==> src/rtl/bk_mem_pkg.sv <==
`default_nettype none
// ============================================================================
//  Module   : bk_mem_pkg
//  Purpose  : Shared types and constants for the memory-block copy initiator.
//  Revision : 1.0  initial release
// ============================================================================
package bk_mem_pkg;

    typedef enum logic [3:0] {
        ST_IDLE  = 4'd0,
        ST_LD_LO = 4'd1,
        ST_LD_HI = 4'd2,
        ST_WR    = 4'd3,
        ST_GAP   = 4'd4,
        ST_RD    = 4'd5,
        ST_TX_LO = 4'd6,
        ST_TX_HI = 4'd7,
        ST_DONE  = 4'd8
    } mcm_state_t;

    typedef enum logic [1:0] {
        TP_IDLE = 2'd0,
        TP_HIGH = 2'd1,
        TP_LOW  = 2'd2
    } tmr_phase_t;

    localparam int TMR_W = 8;

    // ROM image placement used by the loader when generating start addresses
    localparam logic [24:0] ROM_P10         = 25'h0100000;
    localparam logic [24:0] A16M_ROM        = 25'h0120000;
    localparam logic [24:0] SMK512_ROM      = 25'h0140000;
    localparam logic [24:0] BIOS11          = 25'h0160000;
    localparam logic [24:0] START_ADDR_OFFS = 25'hFCE;

endpackage
`default_nettype wire

==> src/rtl/mem_pulse_timer.sv <==
`default_nettype none
// ============================================================================
//  Module   : mem_pulse_timer
//  Purpose  : One-shot pulse generator (high N, low M) shared by we and rd.
//  Revision : 1.0  initial release
// ============================================================================
module mem_pulse_timer
    import bk_mem_pkg::*;
#(
    parameter int CNT_W = TMR_W
) (
    input  logic             clk,
    input  logic             rst_n,
    input  logic             i_start,
    input  logic             i_sel_rd,
    input  logic [CNT_W-1:0] i_hi_len,
    input  logic [CNT_W-1:0] i_lo_len,
    input  logic             i_abort,
    output logic             o_we,
    output logic             o_rd,
    output logic             o_last_hi,
    output logic             o_finish,
    output logic             o_idle
);

    tmr_phase_t       r_phase;
    logic [CNT_W-1:0] r_cnt;
    logic             r_we;
    logic             r_rd;

    always_ff @(posedge clk or negedge rst_n) begin
        if (!rst_n) begin
            r_phase <= TP_IDLE;
            r_cnt   <= '0;
            r_we    <= 1'b0;
            r_rd    <= 1'b0;
        end else if (i_abort) begin
            r_phase <= TP_IDLE;
            r_cnt   <= '0;
            r_we    <= 1'b0;
            r_rd    <= 1'b0;
        end else begin
            case (r_phase)
                TP_IDLE: begin
                    if (i_start) begin
                        r_phase <= TP_HIGH;
                        r_cnt   <= i_hi_len - CNT_W'(1);
                        r_we    <= !i_sel_rd;
                        r_rd    <= i_sel_rd;
                    end
                end
                TP_HIGH: begin
                    if (r_cnt == '0) begin
                        r_phase <= TP_LOW;
                        r_cnt   <= i_lo_len - CNT_W'(1);
                        r_we    <= 1'b0;
                        r_rd    <= 1'b0;
                    end else begin
                        r_cnt <= r_cnt - CNT_W'(1);
                    end
                end
                TP_LOW: begin
                    if (r_cnt == '0) begin
                        r_phase <= TP_IDLE;
                    end else begin
                        r_cnt <= r_cnt - CNT_W'(1);
                    end
                end
                default: r_phase <= TP_IDLE;
            endcase
        end
    end

    assign o_we      = r_we;
    assign o_rd      = r_rd;
    assign o_last_hi = (r_phase == TP_HIGH) && (r_cnt == '0);
    assign o_finish  = (r_phase == TP_LOW) && (r_cnt == '0);
    assign o_idle    = (r_phase == TP_IDLE);

endmodule
`default_nettype wire

==> src/rtl/mem_copy_master.sv <==
`default_nettype none
// ============================================================================
//  Module   : mem_copy_master
//  Purpose  : Byte-stream <-> 16-bit SDRAM word copier driving mem_copy port.
//  Revision : 1.0  initial release
// ============================================================================
module mem_copy_master
    import bk_mem_pkg::*;
#(
    parameter int WE_CYCLES  = 4,
    parameter int RD_CYCLES  = 6,
    parameter int GAP_CYCLES = 1
) (
    input  logic        clk_bus,
    input  logic        reset_n,
    input  logic        cmd_start,
    input  logic        cmd_save,
    input  logic        cmd_virt,
    input  logic [24:0] cmd_base,
    input  logic [16:0] cmd_len,
    input  logic        cmd_abort,
    output logic        busy,
    output logic        done,
    input  logic        in_valid,
    input  logic [7:0]  in_data,
    output logic        in_ready,
    output logic        out_valid,
    output logic [7:0]  out_data,
    input  logic        out_ready,
    output logic        mem_copy,
    output logic        mem_copy_virt,
    output logic [24:0] mem_copy_addr,
    output logic [15:0] mem_copy_data_i,
    input  logic [15:0] mem_copy_data_o,
    output logic        mem_copy_we,
    output logic        mem_copy_rd
);

    localparam logic [TMR_W-1:0] c_we_len  = TMR_W'(WE_CYCLES);
    localparam logic [TMR_W-1:0] c_rd_len  = TMR_W'(RD_CYCLES);
    localparam logic [TMR_W-1:0] c_gap_len = TMR_W'(GAP_CYCLES);

    mcm_state_t  r_state;
    logic [24:0] r_addr;
    logic [16:0] r_len;
    logic [16:0] r_count;
    logic        r_save;
    logic        r_virt;
    logic        r_busy;
    logic        r_mem_copy;
    logic        r_done;
    logic        r_in_ready;
    logic        r_out_valid;
    logic [7:0]  r_out_data;
    logic [15:0] r_wdata;
    logic [7:0]  r_rdata_hi;
    logic        r_tmr_start;
    logic        r_tmr_rd;

    logic        w_abort;
    logic        w_tmr_last_hi;
    logic        w_tmr_finish;
    logic        w_tmr_idle;
    logic [16:0] w_next_count;
    logic        w_hi_in_len;

    assign w_abort      = cmd_abort && (r_state != ST_IDLE) && (r_state != ST_DONE);
    assign w_hi_in_len  = (r_count + 17'd1) < r_len;
    assign w_next_count = ((r_count + 17'd2) > r_len) ? r_len : (r_count + 17'd2);

    mem_pulse_timer #(
        .CNT_W (TMR_W)
    ) u_pulse_timer (
        .clk       (clk_bus),
        .rst_n     (reset_n),
        .i_start   (r_tmr_start),
        .i_sel_rd  (r_tmr_rd),
        .i_hi_len  (r_tmr_rd ? c_rd_len : c_we_len),
        .i_lo_len  (c_gap_len),
        .i_abort   (w_abort),
        .o_we      (mem_copy_we),
        .o_rd      (mem_copy_rd),
        .o_last_hi (w_tmr_last_hi),
        .o_finish  (w_tmr_finish),
        .o_idle    (w_tmr_idle)
    );

    always_ff @(posedge clk_bus or negedge reset_n) begin
        if (!reset_n) begin
            r_state     <= ST_IDLE;
            r_addr      <= '0;
            r_len       <= '0;
            r_count     <= '0;
            r_save      <= 1'b0;
            r_virt      <= 1'b0;
            r_busy      <= 1'b0;
            r_mem_copy  <= 1'b0;
            r_done      <= 1'b0;
            r_in_ready  <= 1'b0;
            r_out_valid <= 1'b0;
            r_out_data  <= '0;
            r_wdata     <= '0;
            r_rdata_hi  <= '0;
            r_tmr_start <= 1'b0;
            r_tmr_rd    <= 1'b0;
        end else begin
            r_done      <= 1'b0;
            r_tmr_start <= 1'b0;
            if (w_abort) begin
                // A byte accepted this cycle is dropped together with any half word
                r_state     <= ST_DONE;
                r_in_ready  <= 1'b0;
                r_out_valid <= 1'b0;
            end else begin
                case (r_state)
                    ST_IDLE: begin
                        if (cmd_start) begin
                            r_addr     <= cmd_base & ~25'd1;
                            r_len      <= cmd_len;
                            r_count    <= '0;
                            r_save     <= cmd_save;
                            r_virt     <= cmd_virt;
                            r_busy     <= 1'b1;
                            r_mem_copy <= 1'b1;
                            if (cmd_len == '0) begin
                                r_state <= ST_DONE;
                            end else if (cmd_save) begin
                                r_state     <= ST_RD;
                                r_tmr_start <= 1'b1;
                                r_tmr_rd    <= 1'b1;
                            end else begin
                                r_state    <= ST_LD_LO;
                                r_in_ready <= 1'b1;
                            end
                        end
                    end
                    ST_LD_LO: begin
                        if (in_valid && r_in_ready) begin
                            r_wdata[7:0] <= in_data;
                            if (w_hi_in_len) begin
                                r_state <= ST_LD_HI;
                            end else begin
                                r_wdata[15:8] <= 8'h00;
                                r_in_ready    <= 1'b0;
                                r_state       <= ST_WR;
                                r_tmr_start   <= 1'b1;
                                r_tmr_rd      <= 1'b0;
                            end
                        end
                    end
                    ST_LD_HI: begin
                        if (in_valid && r_in_ready) begin
                            r_wdata[15:8] <= in_data;
                            r_in_ready    <= 1'b0;
                            r_state       <= ST_WR;
                            r_tmr_start   <= 1'b1;
                            r_tmr_rd      <= 1'b0;
                        end
                    end
                    ST_WR: begin
                        if (w_tmr_last_hi) r_state <= ST_GAP;
                    end
                    ST_RD: begin
                        if (w_tmr_last_hi) begin
                            r_rdata_hi  <= mem_copy_data_o[15:8];
                            r_out_data  <= mem_copy_data_o[7:0];
                            r_out_valid <= 1'b1;
                            r_state     <= ST_TX_LO;
                        end
                    end
                    ST_TX_LO: begin
                        if (out_ready) begin
                            if (w_hi_in_len) begin
                                r_out_data <= r_rdata_hi;
                                r_state    <= ST_TX_HI;
                            end else begin
                                r_out_valid <= 1'b0;
                                r_state     <= ST_GAP;
                            end
                        end
                    end
                    ST_TX_HI: begin
                        if (out_ready) begin
                            r_out_valid <= 1'b0;
                            r_state     <= ST_GAP;
                        end
                    end
                    ST_GAP: begin
                        // On the save path the low phase may already have elapsed during TX
                        if (w_tmr_finish || w_tmr_idle) begin
                            r_addr  <= r_addr + 25'd2;
                            r_count <= w_next_count;
                            if (w_next_count >= r_len) begin
                                r_state <= ST_DONE;
                            end else if (r_save) begin
                                r_state     <= ST_RD;
                                r_tmr_start <= 1'b1;
                                r_tmr_rd    <= 1'b1;
                            end else begin
                                r_state    <= ST_LD_LO;
                                r_in_ready <= 1'b1;
                            end
                        end
                    end
                    ST_DONE: begin
                        r_done     <= 1'b1;
                        r_busy     <= 1'b0;
                        r_mem_copy <= 1'b0;
                        r_virt     <= 1'b0;
                        r_state    <= ST_IDLE;
                    end
                    default: r_state <= ST_IDLE;
                endcase
            end
        end
    end

    assign busy            = r_busy;
    assign done            = r_done;
    assign in_ready        = r_in_ready;
    assign out_valid       = r_out_valid;
    assign out_data        = r_out_data;
    assign mem_copy        = r_mem_copy;
    assign mem_copy_virt   = r_virt;
    assign mem_copy_addr   = r_addr;
    assign mem_copy_data_i = r_wdata;

endmodule
`default_nettype wire

==> config.mk <==
export PLATFORM = sky130hd
export DESIGN_NAME = mem_copy_master
export DESIGN_NICKNAME = d
export VERILOG_FILES = /design/src/rtl/bk_mem_pkg.sv /design/src/rtl/mem_pulse_timer.sv /design/src/rtl/mem_copy_master.sv
export SDC_FILE = /design/constraint.sdc
export NUM_CORES = 1
export LEC_CHECK = 0
export ABC_CLOCK_PERIOD_IN_PS = 13100
export CAP_MARGIN = 20
export CORE_ASPECT_RATIO = 1.5
export CORE_MARGIN = 2
export CORE_UTILIZATION = 25
export DETAILED_ROUTE_END_ITERATION = 8
export DONT_BUFFER_PORTS = 1
export HOLD_SLACK_MARGIN = 0.03
export PLACE_DENSITY_LB_ADDON = 0.15
export SYNTH_ARGS = -nofsm -noshare
export SYNTH_HDL_FRONTEND = slang
export SYNTH_HIERARCHICAL = 1
export SYNTH_SLANG_ARGS = --single-unit
==> constraint.sdc <==
create_clock -name clk_bus -period 13.1 [get_ports clk_bus]
set_clock_uncertainty 0.05 [all_clocks]
set_input_delay 1.31 -clock clk_bus [delete_from_list [all_inputs] [get_ports clk_bus]]
set_output_delay 1.31 -clock clk_bus [all_outputs]
set_load 0.01 [all_outputs]
# After elaboration in Yosys (flattened, before gate mapping)
# Cells that the tools add are included.
[op_classes]
n_addsub = 5
multipliers = 0
n_div = 0
magnitude_cmp = 3
n_eq_ne = 41
shifts = 0
n_mux = 89
bitwise_logic = 1
reduce_logical = 35
[ops]
columns = ["operator", "count"]
rows = [
  ["two-way mux 8 bit", 9],
  ["two-way mux 17 bit", 3],
  ["two-way mux 25 bit", 2],
  ["case mux 25 bit (2 select lines)", 1],
  ["two-way mux 4 bit", 11],
  ["!= test 3 x 2 -> 1 bit (second input constant)", 14],
  ["two-way mux 1 bit", 40],
  ["case mux 17 bit (2 select lines)", 1],
  ["case mux 4 bit (8 select lines)", 1],
  ["case mux 8 bit (2 select lines)", 2],
  ["adder 25 x 2 -> 25 bit (second input constant)", 1],
  ["case mux 8 bit (3 select lines)", 1],
  ["!= test 2 bit (second input constant)", 11],
  ["AND reduction 3 bit", 7],
  ["adder 17 x 1 -> 17 bit (second input constant)", 1],
  ["adder 17 x 2 -> 17 bit (second input constant)", 1],
  ["greater-or-equal comparator 17 bit", 1],
  ["greater-than comparator 17 bit", 1],
  ["zero test 17 bit", 1],
  ["less-than comparator 17 bit", 1],
  ["equality test 4 x 3 -> 1 bit (second input constant)", 4],
  ["two-way mux 16 bit", 1],
  ["nonzero test 4 bit", 4],
  ["AND reduction 5 bit", 3],
  ["other kinds (30)", 52],
]
[totals]
reg_bits = 115
latchBits = 0
ram_bits = 0
romBits = 0
input_bits = 74
out_inout_bits = 57
wordCells = 194
memories = 0

# Longest topological paths before layout
# Gate-level depths: netlist (run 1).
[logic_depth]
depth_word = 8
mapped_depth = 21

# Modules after synthesis
# The synthesis (run 1) kept the hierarchy.
[modules_own_cells]
columns = ["mod", "instances", "cells_each", "area_each_um2", "seq_area_each_um2"]
rows = [
  ["mem_copy_master", 1, 768, 7076.8, 2552.4],
  ["mem_pulse_timer", 1, 159, 1268.7, 300.3],
]

# Least setup slack after synthesis (run 1)
# OpenSTA, ideal clock, no wires.
[synth_timing]
kind = "reg2reg"
from = "register r_count[3]"
to = "register r_in_ready (netlist: in_ready)"
setup_time_ps = 131
arrival_ps = 4885
required_ps = 12919
setup_slack_ps = 8034
stages_incl_launch_ff = 22
path_buffers = 4
synth_period_minus_slack_ps = 5066
path_cell_list = "dfrtp_1 -> clkbuf_1 -> nand3_1 -> nand2b_1 -> clkbuf_1 -> or3_1 -> xnor2_1 -> ha_1 -> and4_1 -> nand4_2 -> or4_4 -> a2bb2oi_4 -> buf_12 -> buf_12 -> mux2_1 -> ha_1 -> nand4_1 -> or3_1 -> a31o_2 -> and3_1 -> o21ai_0 -> o21ai_0"
[synth_between]
elab_chain_cells = 6
elab_cells_between_ends = 9
cone_classes = "add/sub: 2; order compare: 3; eq/ne: 2; mux: 1; reduce/logical: 1"
[synth_lines]
columns = ["item", "line_no", "rtl"]
rows = [
  ["from (decl)", "mem_copy_master.sv:46", "logic [16:0] r_count;"],
  ["from (signal assigned)", "mem_copy_master.sv:192", "r_count <= w_next_count;"],
  ["adder 17 x 2 -> 17 bit", "mem_copy_master.sv:69", "assign w_next_count = ((r_count + 17'd2) > r_len) ? r_len : (r_count + 17'd2);"],
  ["greater-than comparator 17 bit", "mem_copy_master.sv:69", ""],
  ["two-way mux 17 bit", "mem_copy_master.sv:69", ""],
  ["greater-or-equal comparator 17 bit", "mem_copy_master.sv:193", "if (w_next_count >= r_len) begin"],
  ["!= test 3 x 2 -> 1 bit (no line)", "-", ""],
  ["AND reduction 10 bit (no line) (*)", "-", ""],
  ["to (signal assigned)", "mem_copy_master.sv:99", "r_in_ready <= 1'b0;"],
  ["to (signal assigned)", "mem_copy_master.sv:112", "r_in_ready <= 1'b0;"],
  ["to (signal assigned)", "mem_copy_master.sv:201", "r_in_ready <= 1'b1;"],
  ["to (decl)", "mem_copy_master.sv:52", "logic r_in_ready;"],
]
# Mark *: on every way between the ends. The rest lies on a longest branch, timed or not.
# A chain may end at the register's enable or synchronous reset.

# Worst setup path in the final report (run 1)
# Same ends and word-level chain as after synthesis.

==> results of run 1 <==
report_power, final:
part           switching [uW]  internal, uW
combinational             442           298
sequential                197           483
clock                     184           342
total                     823          1120
kinds of logic (layout without fill, tap and decap cells):
| group | Yosys count | in the layout |
|---|---|---|
| multiplexers | 78 | 78 |
| AND/OR/NAND/NOR | 296 | 296 |
| flip-flops | 114 | 114 |
| other | 2 | 48 |
| AO/OA/AOI/OAI | 234 | 234 |
| XOR/XNOR | 44 | 44 |
| buffers and inverters | 98 | 94 |
| adder cells (fa/ha/maj) | 61 | 61 |
tightest hold or removal path: cells and delay by family, from the launching register on:
| kind | cells | cell delay (ns) |
|---|---|---|
| and+or+nand+nor | 2 | 0.12 |
| DFF | 1 | 0.34 |
path summary, 6_finish.rpt:
kind	start	end	cells after the start
min	r_save	r_save	2
min reg2reg	r_save	r_save	2
min in group asynchronous	reset_n	u_pulse_timer/r_cnt[5]	0
max	r_count[3]	in_ready	17
max in group asynchronous	reset_n	r_rdata_hi[4]	0
max reg2reg	r_count[3]	in_ready	17
layer usage:
metal  vias to the layer above  track usage
met2                       159        0.264
met5                         -            0
met1                      3293        0.171
li1                       3411            -
met4                         0       0.0573
met3                        31       0.0534
cell usage after synthesis, types with 6 or more instances:
| cell type | number |
|---|---|
| dfrtp_1 | 114 |
| inv_1 | 53 |
| nand4_1 | 14 |
| nand2_1 | 78 |
| or3_1 | 8 |
| o21ai_0 | 44 |
| nor3b_1 | 6 |
| clkbuf_1 | 31 |
| a211oi_1 | 9 |
| mux2_2 | 63 |
| a22o_1 | 7 |
| nand3_1 | 34 |
| a31oi_1 | 10 |
| nor4_1 | 9 |
| a21oi_1 | 74 |
| nand2b_1 | 8 |
| nor2b_1 | 6 |
| and2_1 | 10 |
| xor2_1 | 18 |
| nor3_1 | 21 |
| o22ai_1 | 21 |
| mux2i_1 | 14 |
| ha_1 | 61 |
| and3_1 | 14 |
| nor2_1 | 66 |
| xnor2_1 | 26 |
sequential cells by signal, indices dropped and copies added (netlist names), 4 cells and up:
register,flops
mem_copy_addr,24
r_count,17
r_state,4
out_data,8
mem_copy_data_i,16
r_rdata_hi,8
u_pulse_timer/r_cnt,8
r_len,17
per-stage QoR:
stage          hold slack [ns]  power [uW]  instance area [um^2]
2_1_floorplan            0.396        1210                  8520
6_report                 0.440        1950                  9550
5_1_grt                  0.465        2100                  9550
4_1_cts                  0.437        1970                  9550
3_3_place_gp             0.419        1430                  8890
3_5_place_dp             0.422        1430                  8900
cell type report:
| class | instances | area (um^2) |
|---|---|---|
| well taps | 420 | 526 |
| inverters | 54 | 203 |
| fillers | 3527 | 23600 |
| clock buffers | 19 | 443 |
| repair buffers | 8 | 60.1 |
| clock inverters | 13 | 209 |
| flip-flops and latches | 114 | 2850 |
| multi-input cells | 761 | 5260 |
==> flow_metrics.py, run 1 <==
metrics = {
    "clocking": {
        "clk_pin_slew_ns": 0.06,
        "clock_path_buffers": 2,
        "ctsResizeCount": 0,
        "cts.root.buffer_cell": "clkbuf_16",
        "numCtsBuffers": 17,
        "clkSinkCount": 114,
        "clkLatencyLatePin_ns": 0.44,
        "post-cts-setup-buffer-count": 0,
        "cts_tree": "yes",
        "hold_buffers": 0,
        "h-tree-depth": 4,
    },
    "timing": {
        "worst_pin_slew_ns": 1.06,
        "final.setup.worst_slack_ns": 6.81,
        "slew_headroom": 0.293,
        "final_hold_viol_count": 0,
        "maxSlewViolCount": 0,
        "fin_crit_sh": 0.480,
        "max_freq_mhz": 159,
        "rsz0062_at_grt": "false",
        "layout_min_cycle_time_ns": 6.29,
        "fin_setup_tns_ns": 0,
        "setup_viol": 0,
    },
    "floorplan": {
        "die-area_um2": 34900,
        "core_um2": 33100,
        "fp.dieH_um": 228,
        "die_w_um": 153,
        "start_util": 0.252,
        "ios": 131,
        "row_count": 82,
    },
    "synth": {
        "synth_fa_ha_area_frac": 0.0915,
        "ys_ff_latch": 114,
        "netlist_area_um2": 8350,
        "muxShareOfSynthArea": 0.103,
        "yosysTopAreaCellShare": 0.342,
        "synth_ff_type": "dfrtp_1",
        "synthXorXnorAreaFrac": 0.0462,
        "synth_edf_count": 0,
        "async_flop_share": 1.00,
        "synthCells": 927,
        "avgSynthCellArea_um2": 9.00,
        "synth.area.top_cells": "dfrtp_1 34%, ha_1 9.1%, mux2_2 8.5%",
        "synth_compound_area_frac": 0.185,
        "yosysTopAreaCell": "dfrtp_1",
        "synth-simple-area-share": 0.179,
        "seq_area_frac_synth": 0.342,
        "ys_warn_count": 6,
        "synth_cell_type_count": 80,
        "synth_top_family_by_area": "compound AO/OA/AOI/OAI gates",
    },
    "global_routing": {
        "track_usage": 0.152,
        "grt_max_degree": 115,
        "grt_pass1_wl_um": 41300,
        "antenna_found_initial": 0,
        "grt_overflow": 0,
        "grt_pass1_vias": 7085,
    },
    "power": {
        "worst_ir_drop_vdd_mv": 0.133,
        "power.density_nw_per_um2": 204,
        "leakage_uw": 0.00415,
    },
    "routing": {
        "num_vias": 6894,
        "maxUsedRoutingLayer": "met4",
        "ant_nets": 0,
        "drt-met1-wl_um": 10500,
        "firstDrtPassIters": 4,
        "vias_per_cell": 4.96,
        "dr_wl_met2_um": 13200,
        "totalWireLength_um": 26100,
        "drc": 0,
        "drt_iter0_markers": 259,
        "wl_per_cell_um": 18.8,
        "wl_met3_um": 1900,
    },
    "min_path": {
        "hp-class": "reg2reg",
    },
    "placement": {
        "dpl.hpwl_um": 19200,
        "gp_congestion": 0.760,
        "place_inst": 1357,
        "portBuffers": 0,
        "place_ws_ns": 6.75,
    },
    "final_layout": {
        "layout-area-overhead-vs-synth_pct": 14.4,
        "final_core_util": 0.288,
        "drive_gt1_frac": 0.131,
        "final_common_cell": "dfrtp_1",
        "final_cell_mix": "114 x dfrtp_1, 78 x nand2_1, 74 x a21oi_1",
        "layout.nets": 1091,
        "diodes": 0,
        "final_cell_count_no_fill": 1389,
    },
    "status": {
        "outcome": "finished, final reports clean",
    },
    "run": {
        "drv_cap": 0,
    },
    "worst_setup_path": {
        "worstSetupPathType": "reg2reg",
        "crit_buf_inv": 0,
        "endpoint_kind": "flip-flop",
        "cpLargestDelayFamily": "simple AND/OR/NAND/NOR gates",
        "crit_chain": "nand3_1 -> nand2b_1 -> or3_1 -> xnor2_1 -> ha_1 -> and4_1 -> nand4_2 -> or4_4 -> a2bb2oi_4 -> mux2_2 -> ha_1 -> nand4_1 -> or3_1 -> a31o_2 -> and3_1 -> o21ai_0 -> o21ai_0",
        "cpPeakStageDelay_ns": 0.81,
        "worst-path-max-fanout": 34,
        "critPathSlowestCell": "a2bb2oi_4",
        "arrival_ns": 6.54,
        "cp-start-kind": "flip-flop",
        "rrSetupSlack_ns": 6.81,
        "required_ns": 13.35,
    },
}
Note: power is estimated with default switching activity, not from simulation.
==> inputs of run 2 (changes only) <==
- ABC_CLOCK_PERIOD_IN_PS: 13100 -> 5300
- clock period: 13.1 -> 5.3 ns (I/O delays scaled with it)
==> run 2 against run 1 <==
Critical endpoint is now r_state[3]. Sequential share of layout area fell by 1.2 points. Critical path depth rose by 2. Cell area rose by 4.3%. Highest routed layer unchanged. Wire length rose by 3.0%. Global-route usage rose by 0.40 points. First-iteration DRC count rose by 22%. Non-clock buffer count rose by 53. Largest power group unchanged. Die area did not move. Combinational power rose to 2.5 times the previous value. Fmax rose by 24%. Power rose by 140%.
==> flow_metrics.py, run 2 (synthesized netlist as in run 1, its figures left out) <==
metrics = {
    "power": {
        "power.density_nw_per_um2": 475,
        "leakage_uw": 0.00441,
        "worst_ir_drop_vdd_mv": 0.251,
    },
    "worst_setup_path": {
        "r2r_end": "r_state[3]",
        "worst-path-max-fanout": 16,
        "reg2reg_depth": 19,
        "arrival_ns": 5.40,
        "cp-start-kind": "flip-flop",
        "startpoint": "r_count[3]",
        "reg2reg_from": "r_count[3]",
        "required_ns": 5.63,
        "endpoint_kind": "flip-flop",
        "worstSetupPathType": "reg2reg",
        "cp-endpoint": "r_state[3]",
        "rrSetupSlack_ns": 0.24,
    },
    "global_routing": {
        "grt_max_degree": 115,
        "grt_overflow": 0,
        "grt_pass1_vias": 7367,
        "grt_pass1_wl_um": 42500,
        "antenna_found_initial": 0,
        "track_usage": 0.156,
    },
    "routing": {
        "wl_per_cell_um": 18.7,
        "num_vias": 7165,
        "ant_nets": 0,
        "drt_iter0_markers": 317,
        "firstDrtPassIters": 4,
        "vias_per_cell": 4.97,
        "drc": 0,
        "totalWireLength_um": 26900,
    },
    "min_path": {
        "hp-class": "in2reg",
    },
    "timing": {
        "final_hold_viol_count": 0,
        "fin_crit_sh": 0.955,
        "slew_headroom": 0.293,
        "layout_min_cycle_time_ns": 5.06,
        "maxSlewViolCount": 0,
        "whs_ns": 0.137,
        "max_freq_mhz": 198,
        "fin_setup_tns_ns": 0,
        "rsz0062_at_grt": "false",
        "worst_pin_slew_ns": 1.06,
        "setup_viol": 0,
    },
    "clocking": {
        "cts.root.buffer_cell": "clkbuf_16",
        "numCtsBuffers": 17,
        "clkLatencyLatePin_ns": 0.44,
        "clkSinkCount": 114,
        "clock_path_buffers": 2,
        "h-tree-depth": 4,
        "cts_tree": "yes",
        "clk_pin_slew_ns": 0.06,
    },
    "floorplan": {
        "die_w_um": 153,
        "fp.dieH_um": 228,
        "core_um2": 33100,
        "start_util": 0.252,
        "die-area_um2": 34900,
        "ios": 131,
        "row_count": 82,
    },
    "final_layout": {
        "final_common_cell": "dfrtp_1",
        "diodes": 0,
        "drive_gt1_frac": 0.185,
        "final_cell_mix": "113 x dfrtp_1, 78 x nand2_1, 74 x a21oi_1",
        "fill_cells": 3512,
        "regArea_um2": 2850,
        "layout.nets": 1144,
        "largest_reg_flops": 24,
        "layout-area-overhead-vs-synth_pct": 19.4,
        "multi_input_comb_area_um2": 5310,
    },
    "placement": {
        "gp_congestion": 0.790,
        "dpl.hpwl_um": 19800,
        "portBuffers": 0,
    },
    "run": {
        "drv_cap": 0,
    },
    "status": {
        "outcome": "finished, final reports clean",
    },
}
-- run 2: changes by cell type in the layout (fill, tap and decap cells not counted), sizes merged --
| cell | delta |
|---|---|
| clkbuf | +4 |
| bufinv | -3 |
| clkinv | +1 |
| dlygate4sd3 | +1 |
| buf | +51 |
| clkinvlp | -1 |
-- run 2: power by group --
group	total, uW	switching [uW]	internal [uW]
combinational	1880	1120	764
sequential	1700	504	1190
clock	1160	445	712
total	4730	2060	2670
-- run 2: critical path: stages, from the launching register on --
cell and delay [ns]:
dfrtp_2 0.40, nand3_1 0.14, nand2b_4 0.19, or3_1 0.35, xnor2_1 0.16, ha_1 0.31, and4_4 0.23, nand4_2 0.12
or4_4 0.57, a2bb2oi_4 0.19, buf_12 0.17, mux2_2 0.36, ha_1 0.30, nand4_1 0.22, or3_4 0.40, a31o_2 0.21
and3_1 0.17, o21ai_0 0.14, buf_4 0.16, a31o_2 0.15
-- run 2: worst min-delay path by stage --
stage,to,depth (start not counted),start
3_3_place_gp,u_pulse_timer/r_cnt[6],0,reset_n
3_5_place_dp,u_pulse_timer/r_cnt[6],0,reset_n
5_1_grt,r_state[1],1,cmd_abort
4_1_cts,r_state[1],1,cmd_abort
6_report,r_state[1],1,cmd_abort
2_1_floorplan,done,0,reset_n
-- run 2: repair_timing --
action,4_1_cts,5_1_grt
hold buffers,2,0
setup buffers,0,1
gates resized for setup,0,14
setup endpoints to repair,0,6
endpoints found under the hold margin,114,0
-- run 2: cell type report --
| class | count | share of cell area |
|---|---|---|
| multi-input combinational | 761 | 0.533 |
| sequential | 114 | 0.286 |
| tap | 420 | 0.0528 |
| timing repair buffer | 61 | 0.0495 |
| clock buffer | 22 | 0.0466 |
| inverter | 54 | 0.0203 |
| clock inverter | 10 | 0.0109 |
-- run 2: through the flow --
step / utilization / cell area (um^2) / setup slack (ns) / total power, uW / std cells
after global placement: 0.280 / 9280 / 0.111 / 3550 / 1406
after floorplan: - / 8520 / 0.234 / 3000 / 973
final: 0.301 / 9960 / 0.237 / 4730 / 1442
after detailed placement: 0.280 / 9280 / 0.119 / 3570 / 1406
after CTS: 0.298 / 9890 / 0.106 / 4790 / 1440
after global routing: 0.301 / 9960 / 0.0216 / 5120 / 1442
-- run 2: layer usage --
metal	routed length, um	vias to the layer above	part of all wire	global-route usage
met5	0	-	0	0
met4	759	0	0.028	0.0642
met3	1690	43	0.063	0.0519
met2	13600	165	0.50	0.273
met1	10900	3438	0.40	0.173
li1	-	3519	-	-
